[src/rtl/alu_acc_pipe.sv]
// Single-stage ALU with accumulator and valid/ready handshake on both sides.
// Define ALU_ACC_SAT_EN to saturate ADD/SUB results instead of wrapping.
module alu_acc_pipe #(
    parameter int WIDTH = 8,
    parameter int SHW   = 3
) (
    input  logic             clk,
    input  logic             reset,
    input  logic             io_in_valid,
    output logic             io_in_ready,
    input  logic [2:0]       io_fn,
    input  logic [WIDTH-1:0] io_a,
    input  logic [WIDTH-1:0] io_b,
    input  logic             io_use_acc,
    input  logic             io_acc_we,
    output logic             io_out_valid,
    input  logic             io_out_ready,
    output logic [WIDTH-1:0] io_result,
    output logic [3:0]       io_flags,
    output logic [WIDTH-1:0] io_acc
);

    localparam int M = WIDTH - 1;

    logic             out_valid_q;
    logic [WIDTH-1:0] res_q;
    logic [3:0]       flags_q;
    logic [WIDTH-1:0] acc_q;

    logic             xfer_in;
    logic [WIDTH-1:0] a_eff;
    logic [WIDTH:0]   sum;
    logic [WIDTH:0]   diff;
    logic [WIDTH-1:0] raw;
    logic [WIDTH-1:0] res_d;
    logic             carry;
    logic             ovf;
    logic [3:0]       flags_d;

    // Reset forces ready high so a stalled output cannot block the flush.
    assign io_in_ready = reset | ~out_valid_q | io_out_ready;
    assign xfer_in     = io_in_valid & io_in_ready;

    assign a_eff = io_use_acc ? acc_q : io_a;
    assign sum   = {1'b0, a_eff} + {1'b0, io_b};
    assign diff  = {1'b0, a_eff} - {1'b0, io_b};

    always_comb begin
        raw   = '0;
        carry = 1'b0;
        ovf   = 1'b0;
        unique case (io_fn)
            3'd0: begin
                raw   = sum[M:0];
                carry = sum[WIDTH];
                ovf   = (a_eff[M] == io_b[M]) && (sum[M] != a_eff[M]);
            end
            3'd1: begin
                raw   = diff[M:0];
                carry = diff[WIDTH];
                ovf   = (a_eff[M] != io_b[M]) && (diff[M] != a_eff[M]);
            end
            3'd2: raw = a_eff | io_b;
            3'd3: raw = a_eff & io_b;
            3'd4: raw = a_eff ^ io_b;
            3'd5: raw = a_eff << io_b[SHW-1:0];
            3'd6: raw = a_eff >> io_b[SHW-1:0];
            3'd7: raw = io_b;
        endcase
    end

`ifdef ALU_ACC_SAT_EN
    always_comb begin
        res_d = raw;
        if (io_fn == 3'd0 && carry)
            res_d = '1;
        else if (io_fn == 3'd1 && carry)
            res_d = '0;
    end
`else
    assign res_d = raw;
`endif

    assign flags_d = {ovf, carry, res_d[M], res_d == '0};

    always_ff @(posedge clk) begin
        if (reset) begin
            out_valid_q <= 1'b0;
            res_q       <= '0;
            flags_q     <= '0;
            acc_q       <= '0;
        end else if (xfer_in) begin
            out_valid_q <= 1'b1;
            res_q       <= res_d;
            flags_q     <= flags_d;
            if (io_acc_we)
                acc_q <= res_d;
        end else if (io_out_ready) begin
            out_valid_q <= 1'b0;
        end
    end

    assign io_out_valid = out_valid_q;
    assign io_result    = res_q;
    assign io_flags     = flags_q;
    assign io_acc       = acc_q;

endmodule

[config.mk]
export PLATFORM = sky130hd
export DESIGN_NAME = alu_acc_pipe
export DESIGN_NICKNAME = d
export VERILOG_FILES = /design/src/rtl/alu_acc_pipe.sv
export SDC_FILE = /design/constraint.sdc
export NUM_CORES = 1
export LEC_CHECK = 0
export BUFFER_PORTS_ARGS = -buffer_cell sky130_fd_sc_hd__buf_2
export CORE_MARGIN = 2
export CORE_UTILIZATION = 29
export CTS_BUF_LIST = sky130_fd_sc_hd__clkbuf_16
export CTS_CLUSTER_SIZE = 28
export DETAILED_ROUTE_END_ITERATION = 10
export HOLD_SLACK_MARGIN = 0.08
export PLACE_DENSITY = 0.49
export REMOVE_ABC_BUFFERS = 1
export SKIP_LAST_GASP = 1
export SYNTH_ARGS = -nofsm -noshare
export SYNTH_HDL_FRONTEND = slang
export SYNTH_SLANG_ARGS = --single-unit
[constraint.sdc]
create_clock -name clk -period 2.45 [get_ports clk]
set_input_delay 0 -clock clk [delete_from_list [all_inputs] [get_ports clk]]
set_output_delay 0 -clock clk [all_outputs]
set_load 0.05 [all_outputs]
==> results list <==
* Result of the run: finished, violations left
* Violations in the final reports: negative setup slack
- After detailed routing, the number of remaining DRC violations is 0.
- Count of input and output buffers: between 40 and 50
- Die W: between 100 and 150 um
- Largest area contributor in the netlist: dfxtp_1
- Number of setup violations in the final report: 2
* Share of flip-flops with an asynchronous set or reset after synthesis: 0
- After layout, the minimum clock period comes to about 2.5 ns.
* Category of the worst setup path capture point: flip-flop
- Final Skew: ~0.0050 ns
- In this run the deepest clock path goes through 2 buffers.
* Effective utilization at floorplan: 0.294
- Post-route antenna net violation count: 0
- Via count of the first global-routing pass: 3113
- Leading post-synthesis cells by cell area: dfxtp_1 (14%), ha_1 (14%), a21oi_1 (6.0%)
- Sum of internal, switching and leakage power: 1.64 mW
- The worst pin sits at a relative slew slack of 0.590.
* Routed wire length: 9.89 mm
- Post-synthesis instance area: approximately 2800 um2
- Post-layout instance area: 4000 um2
* Final cell utilization of the core: 0.417
- Final critical-path share of the clock period: 1.02
- Required time of the critical path: around 2.7 ns
- Before antenna repair, the detailed router went through 5 iterations.
* CORE AREA: about 9600 um2
- Using the TritonRoute via totals, the vias-per-cell ratio works out to approximately 5.4.
- STA classifies the critical path startpoint as a flip-flop.
- Summed over all layers, the global routing overflow is 0.
* Antenna cells: 0
- The worst setup path is of the flip-flop to flip-flop kind.
* Static leakage: 1.81 nW
* Die Outline Area: around 11000 um2
- Entering global routing, the biggest net connects 24 pins.
- Primary FF master, synth: dfxtp_1
* Depth of the CTS H-tree: 1
- First-iteration detailed-routing DRC count: 162
- 47 I/O pins were placed.
- The floorplan step set the die height to 103 um.
- The path class of the tightest hold or removal check is input port to flip-flop.
- Setup repair after global routing could not meet its margin everywhere.
- Reg clk slew, reported paths: 0.06 ns
* Number of maximum-capacitance violations: 0
- The HPWL after detailed placement is around 7.9 mm.
- Data arrival at the endpoint of the critical path: 2.70 ns
- In this run the clock root is driven by a clkbuf_16.
* Number of placement rows: 36
- Summing all placed instances gives a cell area of 3630 um2.
- For this run, the top clock speed supported by timing is 0.400 GHz.
- Distinct cells, synth: 63
- Counting every sink on the clock net gives 20.
- Of the cells placed in the final design, the portion with a size suffix greater than 1 is 0.370.
- For this design the ratio of total power to cell area is 411 nW/um2.
- The initial antenna violation count is 0.
- Global-route usage over all layers: 0.187
- TritonCTS created 3 clock buffers.
* Post-layout nets: 526
- Yosys warning count: 0
- Area growth from synthesis to layout: 41.6%
- The routed layout has 3228 vias.
- Mapped Avg Cell Area: 7.84 um2
- For the pin with the worst max-slew slack, the measured transition is 0.613 ns.
- Worst-path fanout max: 4
- The share of the Yosys chip area taken by registers is 0.142.
- Maximum VDD drop: 0.310 mV
* Average routed wire per standard cell: roughly 16 um
* Yosys reg bits: 20
- Yosys top cell area share: 0.142
* Wire length of the first global-routing pass: ~16 mm
- The hold violation count in the final report came to 0.
- For the worst-skew pair, the clock arrives at the later sink with an insertion delay of between 0.2 and 0.3 ns.
- Number of max-slew violations in the final report: 0
* GP Congestion: 0.896
* Final worst setup slack: -0.0477 ns
* Number of flops mapped to enable cells by yosys: 0
- Number of standard cells after synthesis: 360
- CTS tree: built
==> routing by layer <==
| layer | GRT usage | wire length, um |
|---|---|---|
| met1 | 0.265 | 4520 |
| met2 | 0.308 | 4750 |
| met3 | 0.0217 | 452 |
| met4 | 0.0318 | 169 |
| met5 | 0 | 0 |
==> worst max-delay path: stages (launching register included) <==
cell and delay, ns:
dfxtp_2 0.34, mux2i_4 0.10, inv_2 0.10, ha_4 0.14, inv_1 0.05, fa_2 0.39, mux2_2 0.29, a22oi_2 0.22
o211ai_1 0.18, o21bai_4 0.20, nor4b_4 0.25, a41o_1 0.19
==> state kept, by name, indices dropped and copies added (netlist names) <==
signal        count
io_out_valid      1
io_flags          4
io_result         7
io_acc            8
==> where the power goes <==
group | total, mW | leakage, nW | switching [mW] | internal, mW
sequential | 0.363 | 0.165 | 0.0135 | 0.349
combinational | 0.940 | 1.61 | 0.523 | 0.417
clock | 0.339 | 0.0385 | 0.122 | 0.217
==> stage by stage <==
stage          instances  setup TNS (ns)  setup slack, ns  hold slack (ns)
6_report             600         -0.0556          -0.0477           0.0805
5_1_grt              600          -0.859           -0.155            0.134
4_1_cts              596          -0.130          -0.0344           0.0829
3_5_place_dp         588           -2.01           -0.345            0.293
3_3_place_gp         588           -1.50           -0.245            0.278
2_1_floorplan        342           -2.92           -0.437           0.0691
==> cell usage after synthesis (all sizes together), types with 8 or more instances <==
| cell | instances |
|---|---|
| dfxtp | 20 |
| nand2 | 36 |
| nor2 | 27 |
| inv | 28 |
| buf | 12 |
| a211oi | 10 |
| mux2i | 15 |
| ha | 31 |
| nor3 | 8 |
| a21oi | 34 |
| o21ai | 21 |
==> kinds of logic after synthesis <==
kind of cell,Yosys count,synth area share
AND/OR/NAND/NOR,103,0.174
multiplexers,29,0.148
buffers and inverters,47,0.0745
XOR/XNOR,9,0.0279
adder cells (fa/ha/maj),34,0.155
AO/OA/AOI/OAI,118,0.279
flip-flops,20,0.142
==> repair_timing <==
action | CTS | global route
buffers inserted | 3 | 4
hold buffers | 1 | 0
pin swaps | 18 | 22
endpoints found under the setup margin | 11 | 16
endpoints found under the hold margin | 1 | 0
gates resized for setup | 27 | 23
==> layout make-up <==
class / instances / area, um2
clock inverters: 1 / 3.75
fillers: 997 / 5600
inverters: 29 / 111
clock buffers: 3 / 75.1
multi-input cells: 293 / 2420
well taps: 133 / 166
repair buffers: 121 / 820
flip-flops and latches: 20 / 403
==> cell usage in the layout (no fill, tap or decap), types with 6 or more instances in the layout <==
master and n:
o21ai_0 17, a32oi_1 6, o211ai_1 6, a21oi_1 31
nor3_1 8, ha_1 28, nand2_1 35, mux2i_1 13
inv_1 25, buf_4 70, a22oi_1 6, buf_2 46
nand3_1 6, nor2_1 27, dfxtp_1 18, a211oi_1 7
==> worst paths after layout <==
kind                                           startpoint                   endpoint  slack [ns]  cells after the start
worst min register to register  io_result[6]$_SDFFE_PP0P_  io_result[6]$_SDFFE_PP0P_        0.45                      2
worst min-delay path                         io_out_ready  io_out_valid$_SDFFE_PP0P_        0.08                      4
worst max-delay path               io_acc[0]$_SDFFE_PP0P_   io_flags[0]$_SDFFE_PP0P_       -0.05                     11
worst max register to register     io_acc[0]$_SDFFE_PP0P_   io_flags[0]$_SDFFE_PP0P_       -0.05                     11
(Power assumes the default switching activity.)
